`src/rtl/restoring_divider.sv`:
```
// Sequential restoring (shift-subtract) divider: 2N-bit dividend / N-bit divisor, one quotient bit per clock.
// Optional two's-complement mode enabled by defining SIGNED_DIV_EN.
module restoring_divider #(
  parameter int unsigned N = 8
) (
  input  logic           clk,
  input  logic           reset,
  input  logic           start,
  input  logic [2*N-1:0] dividend,
  input  logic [N-1:0]   divisor,
  output logic           busy,
  output logic           done,
  output logic [N-1:0]   quotient,
  output logic [N-1:0]   remainder,
  output logic           div_by_zero,
  output logic           overflow
);

  typedef enum logic [1:0] {IDLE, CHECK, ITER, FINISH} state_t;

  localparam int unsigned CW = $clog2(N + 1);

  state_t           state;
  logic [2*N-1:0]   dvd;
  logic [N-1:0]     dvs;
  logic [N-1:0]     rem_r;
  logic [N-1:0]     quo_r;
  logic [CW-1:0]    count;
  logic             err_zero;
  logic             err_ovf;

  logic [N:0]       shifted;
  logic [N:0]       trial;
  logic [2*N-1:0]   dvd_mag;
  logic [N-1:0]     dvs_mag;

  // Trial subtraction at N+1 bits keeps the bit shifted out of R.
  assign shifted = {rem_r, quo_r[N-1]};
  assign trial   = shifted - {1'b0, dvs};

`ifdef SIGNED_DIV_EN
  localparam logic [N-1:0] MIN_MAG = {1'b1, {(N-1){1'b0}}};

  logic q_neg;
  logic r_neg;
  logic ovf_sign;

  assign dvd_mag  = dvd[2*N-1] ? ('0 - dvd) : dvd;
  assign dvs_mag  = dvs[N-1]   ? ('0 - dvs) : dvs;
  // Magnitude 2^(N-1) is representable only when the result is negative.
  assign ovf_sign = quo_r[N-1] && (!q_neg || (quo_r != MIN_MAG));
`else
  assign dvd_mag = dvd;
  assign dvs_mag = dvs;
`endif

  always_ff @(posedge clk) begin
    if (reset) begin
      state       <= IDLE;
      busy        <= 1'b0;
      done        <= 1'b0;
      quotient    <= '0;
      remainder   <= '0;
      div_by_zero <= 1'b0;
      overflow    <= 1'b0;
      dvd         <= '0;
      dvs         <= '0;
      rem_r       <= '0;
      quo_r       <= '0;
      count       <= '0;
      err_zero    <= 1'b0;
      err_ovf     <= 1'b0;
`ifdef SIGNED_DIV_EN
      q_neg       <= 1'b0;
      r_neg       <= 1'b0;
`endif
    end else begin
      done <= 1'b0;
      case (state)
        IDLE: begin
          if (start) begin
            dvd         <= dividend;
            dvs         <= divisor;
            div_by_zero <= 1'b0;
            overflow    <= 1'b0;
            busy        <= 1'b1;
            state       <= CHECK;
          end
        end

        CHECK: begin
          err_zero <= 1'b0;
          err_ovf  <= 1'b0;
`ifdef SIGNED_DIV_EN
          q_neg    <= dvd[2*N-1] ^ dvs[N-1];
          r_neg    <= dvd[2*N-1];
`endif
          if (dvs == '0) begin
            err_zero <= 1'b1;
            state    <= FINISH;
          end else if (dvd_mag[2*N-1:N] >= dvs_mag) begin
            err_ovf <= 1'b1;
            state   <= FINISH;
          end else begin
            rem_r <= dvd_mag[2*N-1:N];
            quo_r <= dvd_mag[N-1:0];
            dvs   <= dvs_mag;
            count <= CW'(N);
            state <= ITER;
          end
        end

        ITER: begin
          if (!trial[N]) begin
            rem_r <= trial[N-1:0];
            quo_r <= {quo_r[N-2:0], 1'b1};
          end else begin
            rem_r <= shifted[N-1:0];
            quo_r <= {quo_r[N-2:0], 1'b0};
          end
          count <= count - CW'(1);
          if (count == CW'(1)) state <= FINISH;
        end

        FINISH: begin
          done  <= 1'b1;
          busy  <= 1'b0;
          state <= IDLE;
          if (err_zero) begin
            quotient    <= '1;
            remainder   <= dvd[N-1:0];
            div_by_zero <= 1'b1;
          end else if (err_ovf) begin
            quotient  <= '0;
            remainder <= '0;
            overflow  <= 1'b1;
          end else begin
`ifdef SIGNED_DIV_EN
            if (ovf_sign) begin
              quotient  <= '0;
              remainder <= '0;
              overflow  <= 1'b1;
            end else begin
              quotient  <= q_neg ? ('0 - quo_r) : quo_r;
              remainder <= r_neg ? ('0 - rem_r) : rem_r;
            end
`else
            quotient  <= quo_r;
            remainder <= rem_r;
`endif
          end
        end

        default: state <= IDLE;
      endcase
    end
  end

endmodule

```
`config.mk`:
```
export PLATFORM = sky130hd
export DESIGN_NAME = restoring_divider
export DESIGN_NICKNAME = d
export VERILOG_FILES = /design/src/rtl/restoring_divider.sv
export SDC_FILE = /design/constraint.sdc
export NUM_CORES = 1
export LEC_CHECK = 0
export BUFFER_PORTS_ARGS = -buffer_cell sky130_fd_sc_hd__buf_2
export CORE_UTILIZATION = 55
export CTS_CLUSTER_SIZE = 8
export DETAILED_ROUTE_END_ITERATION = 8
export GPL_TIMING_DRIVEN = 0
export MAX_ROUTING_LAYER = met4
export PLACE_DENSITY = 0.77
export SYNTH_ARGS = -nofsm -noshare
export SYNTH_HDL_FRONTEND = slang
export SYNTH_SLANG_ARGS = --single-unit
```
`constraint.sdc`:
```
create_clock -name clk -period 6.7 [get_ports clk]
set_input_delay 1.34 -clock clk [delete_from_list [all_inputs] [get_ports clk]]
set_output_delay 1.34 -clock clk [all_outputs]
set_load 0.01 [all_outputs]
```
==> results of run 1 <==
[synth_stat cells (5+ instances only)]
| cell | n | share of area (%) |
|---|---|---|
| a22oi_1 | 8 | 1.7 |
| dfxtp_1 | 68 | 39 |
| clkbuf_1 | 15 | 1.6 |
| inv_1 | 19 | 2.0 |
| nor2b_1 | 22 | 3.9 |
| o21ai_0 | 12 | 1.7 |
| nor3_1 | 5 | 0.72 |
| a211oi_1 | 8 | 1.7 |
| o22ai_1 | 14 | 2.5 |
| ha_1 | 22 | 7.9 |
| mux2i_1 | 14 | 4.0 |
| nand2_1 | 67 | 7.2 |
| nor2_1 | 28 | 3.0 |
| a21oi_1 | 46 | 6.6 |
[power by group]
part	internal (mW)	switching [mW]
logic	0.373	0.500
clock network	0.172	0.167
registers	0.496	0.0819
[layout make-up]
cell class | count | area, µm² | area share [%]
inverter | 19 | 71.3 | 1.78
buffer | 22 | 109 | 2.72
clock inverter | 6 | 63.8 | 1.60
clock buffer | 10 | 128 | 3.19
timing repair buffer | 45 | 225 | 5.64
multi-input combinational | 299 | 1940 | 48.7
sequential | 68 | 1360 | 34.1
tap | 75 | 93.8 | 2.35
[how the worst min path moves through the flow]
stage / start / endpoint / slack (ps) / depth (start not counted)
finish: dvs[2] / dvs[2] / 480 / 2
global route: dvs[5] / dvs[5] / 510 / 2
CTS: dvs[2] / dvs[2] / 480 / 2
detailed placement: dvs[2] / dvs[2] / 470 / 2
global placement: dvs[1] / dvs[1] / 460 / 2
floorplan: dvd[0] / dvd[0] / 450 / 2
[worst max-delay path: stages (launching register included)]
cell and delay (ps):
dfxtp_1 310, inv_1 150, ha_1 200, inv_1 50
fa_1 440, a211oi_2 250, o21ai_2 130, o31ai_4 210
xnor2_2 300, mux2_4 370, o22ai_2 110
[cells in the final DEF (no fill, tap or decap), types with 2 or more instances in the layout]
cell	n
nor2b_1	22
o2111ai_1	2
inv_1	19
buf_2	47
buf_6	2
nand2b_1	3
clkbuf_8	9
clkbuf_1	16
xnor2_1	2
mux2i_1	14
a211oi_2	3
nor2_1	28
a211oi_1	8
o21ai_0	12
ha_1	22
a21oi_1	46
nand3_1	2
a31oi_1	2
a22oi_1	8
xor2_1	4
o22ai_1	14
and2_1	4
nor3_1	5
clkinv_2	2
a21o_1	3
nand2_1	67
clkinvlp_4	2
dfxtp_1	68
nor4_1	2
[flip-flops by register name, summed over array words and instances, names as in the netlist, 2 cells and up]
register,flops
quo_r,8
dvd,16
quotient,8
rem_r,8
dvs,8
count,4
state,2
remainder,8
[stage by stage]
step,hold slack [ps],std cells
6_report,477,544
5_1_grt,511,544
4_1_cts,480,544
3_5_place_dp,470,528
3_3_place_gp,460,528
2_1_floorplan,445,408
[metal layers]
metal  vias up  wire length (µm)
met2        97              4120
met4         0               135
met3        13               387
met5         -                 0
met1      1528              3900
li1       1534                 -
[cell families (layout without fill, tap and decap cells)]
group	Yosys count	in the layout	share of synthesized area, %
simple gates	139	139	18.3
compound gates	114	114	22.3
flops	68	68	39.1
buf+inv	41	102	5.17
fa+ha+maj	23	23	8.47
mux	16	16	4.77
xor+xnor	7	7	1.97
==> results.py, run 1 <==
metrics = {
    "logic_synthesis": {
        "avgSynthCellArea_um2": 8.54,
        "synth_edf_count": 0,
        "yosysUniqueCellTypes": 55,
        "yosysSeqAreaShare_pct": 39.1,
        "async_reset_ff_share_pct": 0,
        "ys_ff_latch": 68,
        "synth_ff_type": "dfxtp_1",
        "post_synth_instance_area_um2": 3490,
        "ys_warn_count": 0,
        "synth_cells": 408,
        "synth_nets": 458,
    },
    "route": {
        "ant_nets": 0,
        "wl_per_cell_um": 15.7,
        "drtPass1Iterations": 5,
        "viasPerCell": 5.83,
        "num_vias": 3172,
        "drt-initial-drc-count": 193,
        "drc": 0,
        "routed_wirelength_um": 8540,
    },
    "sta": {
        "hold_viol_final": 0,
        "slew_headroom_pct": 39.3,
        "setup_ws_ps": 4090,
        "finalClockSkew_ps": 7.86,
        "rsz0062_at_grt": "false",
        "finalCritPeriodShare_pct": 38.9,
        "worst_pin_slew_ps": 909,
        "final.min_clock_period_ps": 2610,
        "setup_tns_ps": 0,
        "fmax_ghz": 0.384,
        "drv_slew": 0,
        "report.final.setup_viol": 0,
    },
    "die": {
        "die_y_um": 81.6,
        "io_pins": 47,
        "coreArea_um2": 6030,
        "num_rows": 28,
        "die_w_um": 81.6,
        "start_util_pct": 57.8,
        "die_area_um2": 6660,
    },
    "place": {
        "hpwl_um": 6420,
        "gp_congestion": 0.862,
        "portBuffers": 45,
        "postPlaceCellArea_um2": 3800,
        "dp_slack_ps": 3970,
    },
    "cells_and_area": {
        "fin_util_pct": 66.3,
        "design_area_um2": 4000,
        "fillers": 536,
        "drive_gt1_share_pct": 17.5,
        "finish.net_count": 514,
        "num_antenna_cells": 0,
        "area_delta_synth_final_pct": 14.6,
    },
    "power": {
        "p_leak_nw": 1.60,
        "p_per_area_nw_per_um2": 448,
        "p_total_mw": 1.79,
        "vdd_drop_max_mv": 0.243,
    },
    "global_route": {
        "grt-ovfl-total": 0,
        "grt_max_degree": 13,
        "grt_use_met3_pct": 6.33,
        "grt_pass1_wl_um": 14000,
        "track_usage_pct": 29.1,
        "top_usage_layer": "met2",
        "first_global_vias": 2951,
        "antenna_found_initial": 0,
        "use_met2_pct": 48.8,
        "met1_usage_pct": 35.7,
    },
    "worst_setup_path": {
        "r2r_start": "quo_r[7]",
        "worstPathRequired_ps": 6980,
        "endpoint": "rem_r[0]",
        "rrSetupSlack_ps": 4090,
        "worstSetupEndpointType": "register",
        "r2r.worst_path.cells": 10,
        "crit_fanout": 10,
        "crit_type": "register to register",
        "r2r-end": "rem_r[0]",
        "cp.arrival_ps": 2880,
        "startpoint_type": "register",
        "critPathLaunch": "quo_r[7]",
    },
    "cts": {
        "cts-root-buf": "clkbuf_8",
        "cts.htree.levels": 3,
        "hold_buffers": 0,
        "clockBufferDepth": 2,
        "cts_tree": "yes",
        "clk_latency_ps": 360,
        "clock-sinks": 68,
        "cts_resized": 0,
        "post_cts_buffers": 0,
        "clk_pin_slew_ps": 70,
        "numCtsBuffers": 9,
    },
    "status": {
        "status": "finished clean",
    },
    "flow_run": {
        "maxCapViolCount": 0,
    },
    "min_path": {
        "min_path_type": "register to register",
    },
}
No activity file was read; power rests on OpenSTA's default activity.
==> run 2: changes to the inputs <==
- ABC_AREA: unset -> 1
- PLACE_DENSITY: 0.77 -> 0.76
- clock period: 6.7 -> 2.5 ns (I/O delays scaled with it)
==> results.py, run 2 <==
metrics = {
    "logic_synthesis": {
        "post_synth_instance_area_um2": 3600,
        "yosys-top-cells-count": "nand2_1, dfxtp_1, nor2_1",
        "synth_ff_type": "dfxtp_1",
        "avgSynthCellArea_um2": 6.97,
        "yosysUniqueCellTypes": 31,
        "synth_edf_count": 0,
        "synth_cells": 517,
        "async_reset_ff_share_pct": 0,
        "yosysMostFrequentCell": "nand2_1",
        "synth_top_cell_by_area": "dfxtp_1",
        "ys_ff_latch": 68,
        "ys_warn_count": 0,
        "synth_area_leaders": "dfxtp_1, nand2_1, ha_1",
        "synth_nets": 567,
        "synth.top_cell.area_share_pct": 37.8,
        "yosysSeqAreaShare_pct": 37.8,
    },
    "sta": {
        "fmax_ghz": 0.443,
        "finalCritPeriodShare_pct": 90.3,
        "hold_viol_final": 0,
        "final.min_clock_period_ps": 2260,
        "finalClockSkew_ps": 8.51,
        "worst_pin_slew_ps": 619,
        "slew_headroom_pct": 58.7,
        "rsz0062_at_grt": "false",
        "report.final.setup_viol": 0,
        "drv_slew": 0,
        "setup_tns_ps": 0,
    },
    "power": {
        "p_total_mw": 5.00,
        "switchingPower_mw": 2.24,
        "p_leak_nw": 1.93,
        "pwr-share-seq_pct": 29.8,
        "p_sw_share_pct": 44.8,
        "cellInternalPower_mw": 2.76,
        "pwr-share-comb_pct": 49.4,
        "power.share.clock_pct": 20.8,
        "p_per_area_nw_per_um2": 1200,
        "vdd_drop_max_mv": 0.744,
    },
    "worst_setup_path": {
        "crit_type": "register to register",
        "worstSetupEndpointType": "register",
        "crit_fanout": 9,
        "crit_chain": "inv_1 -> ha_1 -> inv_1 -> fa_1 -> nand3_1 -> nand2_1 -> nand2_2 -> nand3_2 -> nand2_4 -> nand2_1 -> nand3_1 -> nor2_1 -> nor2_1 -> nor2_1",
        "critPathTopFamily": "simple AND/OR/NAND/NOR gates",
        "cp.arrival_ps": 2480,
        "cp_slowest_cell": "fa_1",
        "startpoint_type": "register",
        "worstPathRequired_ps": 2730,
        "cp.buffers_inverters": 2,
        "cpPeakStageDelay_ps": 390,
        "crit_top_cell": "nor2_1",
    },
    "place": {
        "gp_congestion": 0.880,
        "hpwl_um": 6790,
        "portBuffers": 45,
    },
    "die": {
        "start_util_pct": 56.7,
        "num_rows": 29,
        "die_w_um": 82.9,
        "die_area_um2": 6880,
        "die_y_um": 82.9,
        "coreArea_um2": 6350,
        "io_pins": 47,
    },
    "route": {
        "routed_wirelength_um": 8960,
        "drc": 0,
        "drt-initial-drc-count": 167,
        "num_vias": 3510,
        "wl_per_cell_um": 13.7,
        "ant_nets": 0,
        "viasPerCell": 5.36,
        "drtPass1Iterations": 5,
    },
    "cells_and_area": {
        "fillers": 601,
        "largest-register": "dvd",
        "area_delta_synth_final_pct": 15.1,
        "layout_common_cells": "nand2_1, dfxtp_1, nor2_1, inv_1, o21ai_0",
        "finish.net_count": 623,
        "largest_reg_flops": 16,
        "num_antenna_cells": 0,
        "final_common_cell": "nand2_1",
        "drive_gt1_share_pct": 14.5,
    },
    "global_route": {
        "antenna_found_initial": 0,
        "grt_pass1_wl_um": 14800,
        "first_global_vias": 3194,
        "track_usage_pct": 28.1,
        "grt_max_degree": 14,
        "grt-ovfl-total": 0,
    },
    "cts": {
        "cts_tree": "yes",
        "cts-root-buf": "clkbuf_8",
        "clk_pin_slew_ps": 80,
        "clock-sinks": 68,
        "numCtsBuffers": 9,
        "cts.htree.levels": 3,
        "clockBufferDepth": 2,
        "cts_resized": 0,
        "clk_latency_ps": 360,
        "hold_buffers": 0,
        "post_cts_buffers": 0,
    },
    "status": {
        "status": "finished clean",
    },
    "min_path": {
        "min_path_type": "input port to register",
    },
    "flow_run": {
        "maxCapViolCount": 0,
    },
}
-- run 2: cell types whose count changed after synthesis, sizes merged, moves of 9 or more --
cell / before / now
inv: 19 / 61
nor2b: 22 / 0
o22ai: 15 / 0
o21ai: 13 / 55
a211oi: 11 / 2
nand3: 2 / 26
nand2: 67 / 126
nor2: 28 / 64
nand4: 0 / 11
mux2i: 14 / 0
-- run 2: worst register-to-register path, cell delays in order, from the launching register on --
cell	delay, ps
dfxtp_1	320
inv_1	140
ha_1	180
inv_1	70
fa_1	390
nand3_1	100
nand2_1	110
nand2_2	100
nand3_2	200
nand2_4	190
nand2_1	70
nand3_1	70
nor2_1	40
nor2_1	110
nor2_1	40
-- run 2: logic make-up (layout without fill, tap and decap cells) --
family          count (synthesis)  count (layout)  synth area share [%]
fa+ha+maj                      23              23                  8.20
buf+inv                        85             146                  9.69
flops                          68              68                  37.8
compound gates                106             106                  15.8
simple gates                  231             231                  27.5
xor+xnor                        4               4                 0.973
-- run 2: layout make-up --
| class | count | area (µm²) | share of cell area, % |
|---|---|---|---|
| Multi-Input combinational cell | 364 | 1890 | 45.6 |
| Clock inverter | 7 | 100 | 2.41 |
| Inverter | 64 | 240 | 5.79 |
| Buffer | 21 | 109 | 2.62 |
| Timing Repair Buffer | 45 | 225 | 5.43 |
| Sequential cell | 68 | 1360 | 32.8 |
| Clock buffer | 9 | 124 | 2.99 |
| Tap cell | 77 | 96.3 | 2.32 |
-- run 2: worst paths after layout --
kind | startpoint | to | slack (ps) | depth (start not counted)
hold / removal | dividend[10] | dvd[10] | 390 | 3
setup reg to reg | quo_r[7] | rem_r[5] | 240 | 14
hold reg to reg | div_by_zero | div_by_zero | 460 | 2
setup / recovery | quo_r[7] | rem_r[5] | 240 | 14
-- run 2: power groups by stage --
stage	logic, mW	clock network (mW)	registers [mW]
finish	2.47	1.04	1.49
global placement	2.37	0	1.50
detailed placement	2.42	0	1.51
CTS	2.45	1.04	1.49
global route	2.82	1.08	1.51
floorplan	1.90	0	1.48
-- run 2: metrics by stage --
stage / area [µm²] / hold slack [ps] / utilization [%] / std cells / setup WS, ps
finish: 4150 / 393 / 65.3 / 655 / 242
global route: 4150 / 427 / 65.3 / 655 / 39.8
CTS: 4150 / 392 / 65.3 / 655 / 289
detailed placement: 3920 / 452 / 61.8 / 639 / 310
global placement: 3920 / 446 / 61.8 / 639 / 327
floorplan: 3600 / 435 / - / 517 / 594
-- run 2: metal layers --
metal / up-vias / part of all wire (%) / track usage (%)
li1: 1790 / - / -
met1: 1611 / 45 / 33.7
met4: 0 / 2.2 / 12.9
met5: - / 0 / -
met2: 93 / 48 / 46.8
met3: 16 / 4.7 / 3.78
==> run 3: changes to the inputs <==
- PLACE_DENSITY: 0.76 -> 0.87
- clock period: 2.5 -> 2.3 ns (I/O delays scaled with it)
==> results.py, run 3 (synthesized netlist as in run 2, its figures left out) <==
metrics = {
    "cells_and_area": {
        "seq_area_um2": 1360,
        "finish.net_count": 624,
        "drive_gt1_share_pct": 15.5,
        "largest-register": "dvd",
        "final_common_cell": "nand2_1",
        "layout_common_cells": "nand2_1, dfxtp_1, nor2_1, inv_1, o21ai_0",
        "fin_cells": 656,
        "multi_input_area_um2": 1910,
        "num_antenna_cells": 0,
        "area_delta_synth_final_pct": 17.1,
        "design_area_um2": 4220,
        "fillers": 542,
        "largest_reg_flops": 16,
    },
    "cts": {
        "cts.htree.levels": 3,
        "cts-root-buf": "clkbuf_8",
        "clk_pin_slew_ps": 70,
        "clock-sinks": 68,
        "cts_tree": "yes",
        "numCtsBuffers": 9,
        "clk_latency_ps": 350,
        "clockBufferDepth": 2,
    },
    "route": {
        "wl_per_cell_um": 14.4,
        "routed_wirelength_um": 9440,
        "drt-initial-drc-count": 295,
        "drc": 0,
        "ant_nets": 0,
        "num_vias": 3649,
        "viasPerCell": 5.56,
        "drtPass1Iterations": 5,
    },
    "global_route": {
        "track_usage_pct": 29.2,
        "grt-ovfl-total": 0,
        "antenna_found_initial": 0,
        "grt_pass1_wl_um": 15800,
        "grt_max_degree": 13,
        "first_global_vias": 3526,
    },
    "sta": {
        "setup_tns_ps": 0,
        "slew_headroom_pct": 61.8,
        "rsz0062_at_grt": "false",
        "finalCritPeriodShare_pct": 95.5,
        "worst_pin_slew_ps": 573,
        "drv_slew": 0,
        "fmax_ghz": 0.455,
        "report.final.setup_viol": 0,
        "final.min_clock_period_ps": 2200,
        "finalClockSkew_ps": 7.90,
        "hold_viol_final": 0,
    },
    "flow_run": {
        "maxCapViolCount": 0,
    },
    "worst_setup_path": {
        "crit_chain": "inv_2 -> ha_1 -> inv_1 -> fa_2 -> nand3_2 -> nand2_2 -> nand2_4 -> nand2_1 -> nand2_4 -> buf_12 -> nand3_1 -> nand3_1 -> nor2_1 -> nor2_1 -> nor2_1",
        "crit_top_cell": "nor2_1",
        "crit_fanout": 6,
        "cp_slowest_cell": "fa_2",
        "worstSetupEndpointType": "register",
        "worstPathRequired_ps": 2520,
        "cp.arrival_ps": 2420,
        "crit_type": "register to register",
        "cpPeakStageDelay_ps": 360,
        "r2r.worst_path.cells": 15,
        "startpoint_type": "register",
    },
    "die": {
        "die_w_um": 82.9,
        "die_y_um": 82.9,
        "start_util_pct": 56.7,
        "io_pins": 47,
        "num_rows": 29,
        "die_area_um2": 6880,
        "coreArea_um2": 6350,
    },
    "place": {
        "dp.cells": 639,
        "gp_congestion": 0.905,
        "postPlaceCellArea_um2": 3920,
        "hpwl_um": 6970,
        "portBuffers": 45,
    },
    "power": {
        "vdd_drop_max_mv": 0.775,
        "p_per_area_nw_per_um2": 1370,
        "p_total_mw": 5.76,
        "p_leak_nw": 1.96,
    },
    "min_path": {
        "min_path_type": "input port to register",
        "hold_depth": 3,
    },
    "status": {
        "status": "finished clean",
    },
}
## run 3: changes by cell type in the layout (fill, tap and decap cells not counted), sizes merged
| cell | before | now |
|---|---|---|
| buf | 52 | 53 |
| bufinv | 2 | 3 |
| clkbuf | 23 | 24 |
| clkinv | 7 | 5 |
| clkinvlp | 0 | 1 |
| inv | 62 | 61 |
## run 3: critical path, delay by kind of cell (launching register included)
family	cells	cell delay, ps
adders and majority gates	2	520
buffers and inverters	3	270
DFF	1	330
and+or+nand+nor	10	940
## run 3: metrics by stage
| step | hold slack, ps | utilization [%] | worst slack, ps |
|---|---|---|---|
| after CTS | 358 | 65.7 | 9.69 |
| after floorplan | 435 | - | 394 |
| after global routing | 371 | 66.4 | 17.7 |
| after global placement | 448 | 61.8 | 145 |
| final | 358 | 66.4 | 103 |
| after detailed placement | 459 | 61.8 | 47.3 |
## run 3: cell type report
cell class / count / area share [%]
Multi-Input combinational cell: 364 / 45.4
Sequential cell: 68 / 32.3
Timing Repair Buffer: 46 / 5.82
Inverter: 64 / 5.70
Clock buffer: 10 / 3.26
Clock inverter: 6 / 2.64
Buffer: 21 / 2.58
Tap cell: 77 / 2.28
## run 3: path summary, 6_finish.rpt
check	end	startpoint	slack, ps
setup / recovery	rem_r[0]	quo_r[7]	100
hold reg to reg	dvd[2]	dvd[2]	470
setup reg to reg	rem_r[0]	quo_r[7]	100
hold / removal	dvd[10]	dividend[10]	360
## run 3: power breakdown
group	leakage, nW	switching (mW)	total (mW)	internal (mW)
registers	0.557	0.180	1.63	1.45
clock network	0.122	0.489	1.24	0.750
logic	1.28	1.86	2.89	1.03
total	1.96	2.53	5.76	3.23
## run 3: repair_timing
action,4_1_cts,5_1_grt
resized for setup,0,7
hold buffers,0,0
setup buffers,0,1
endpoints found under the setup margin,0,9
## run 3: layer usage
metal  global-route usage, %  wire length, µm  up-vias
met5                       -                0        -
met4                    13.5              265        0
met3                    5.57              608       29
met2                    49.6             4750      146
met1                    33.1             3820     1683
li1                        -                -     1791
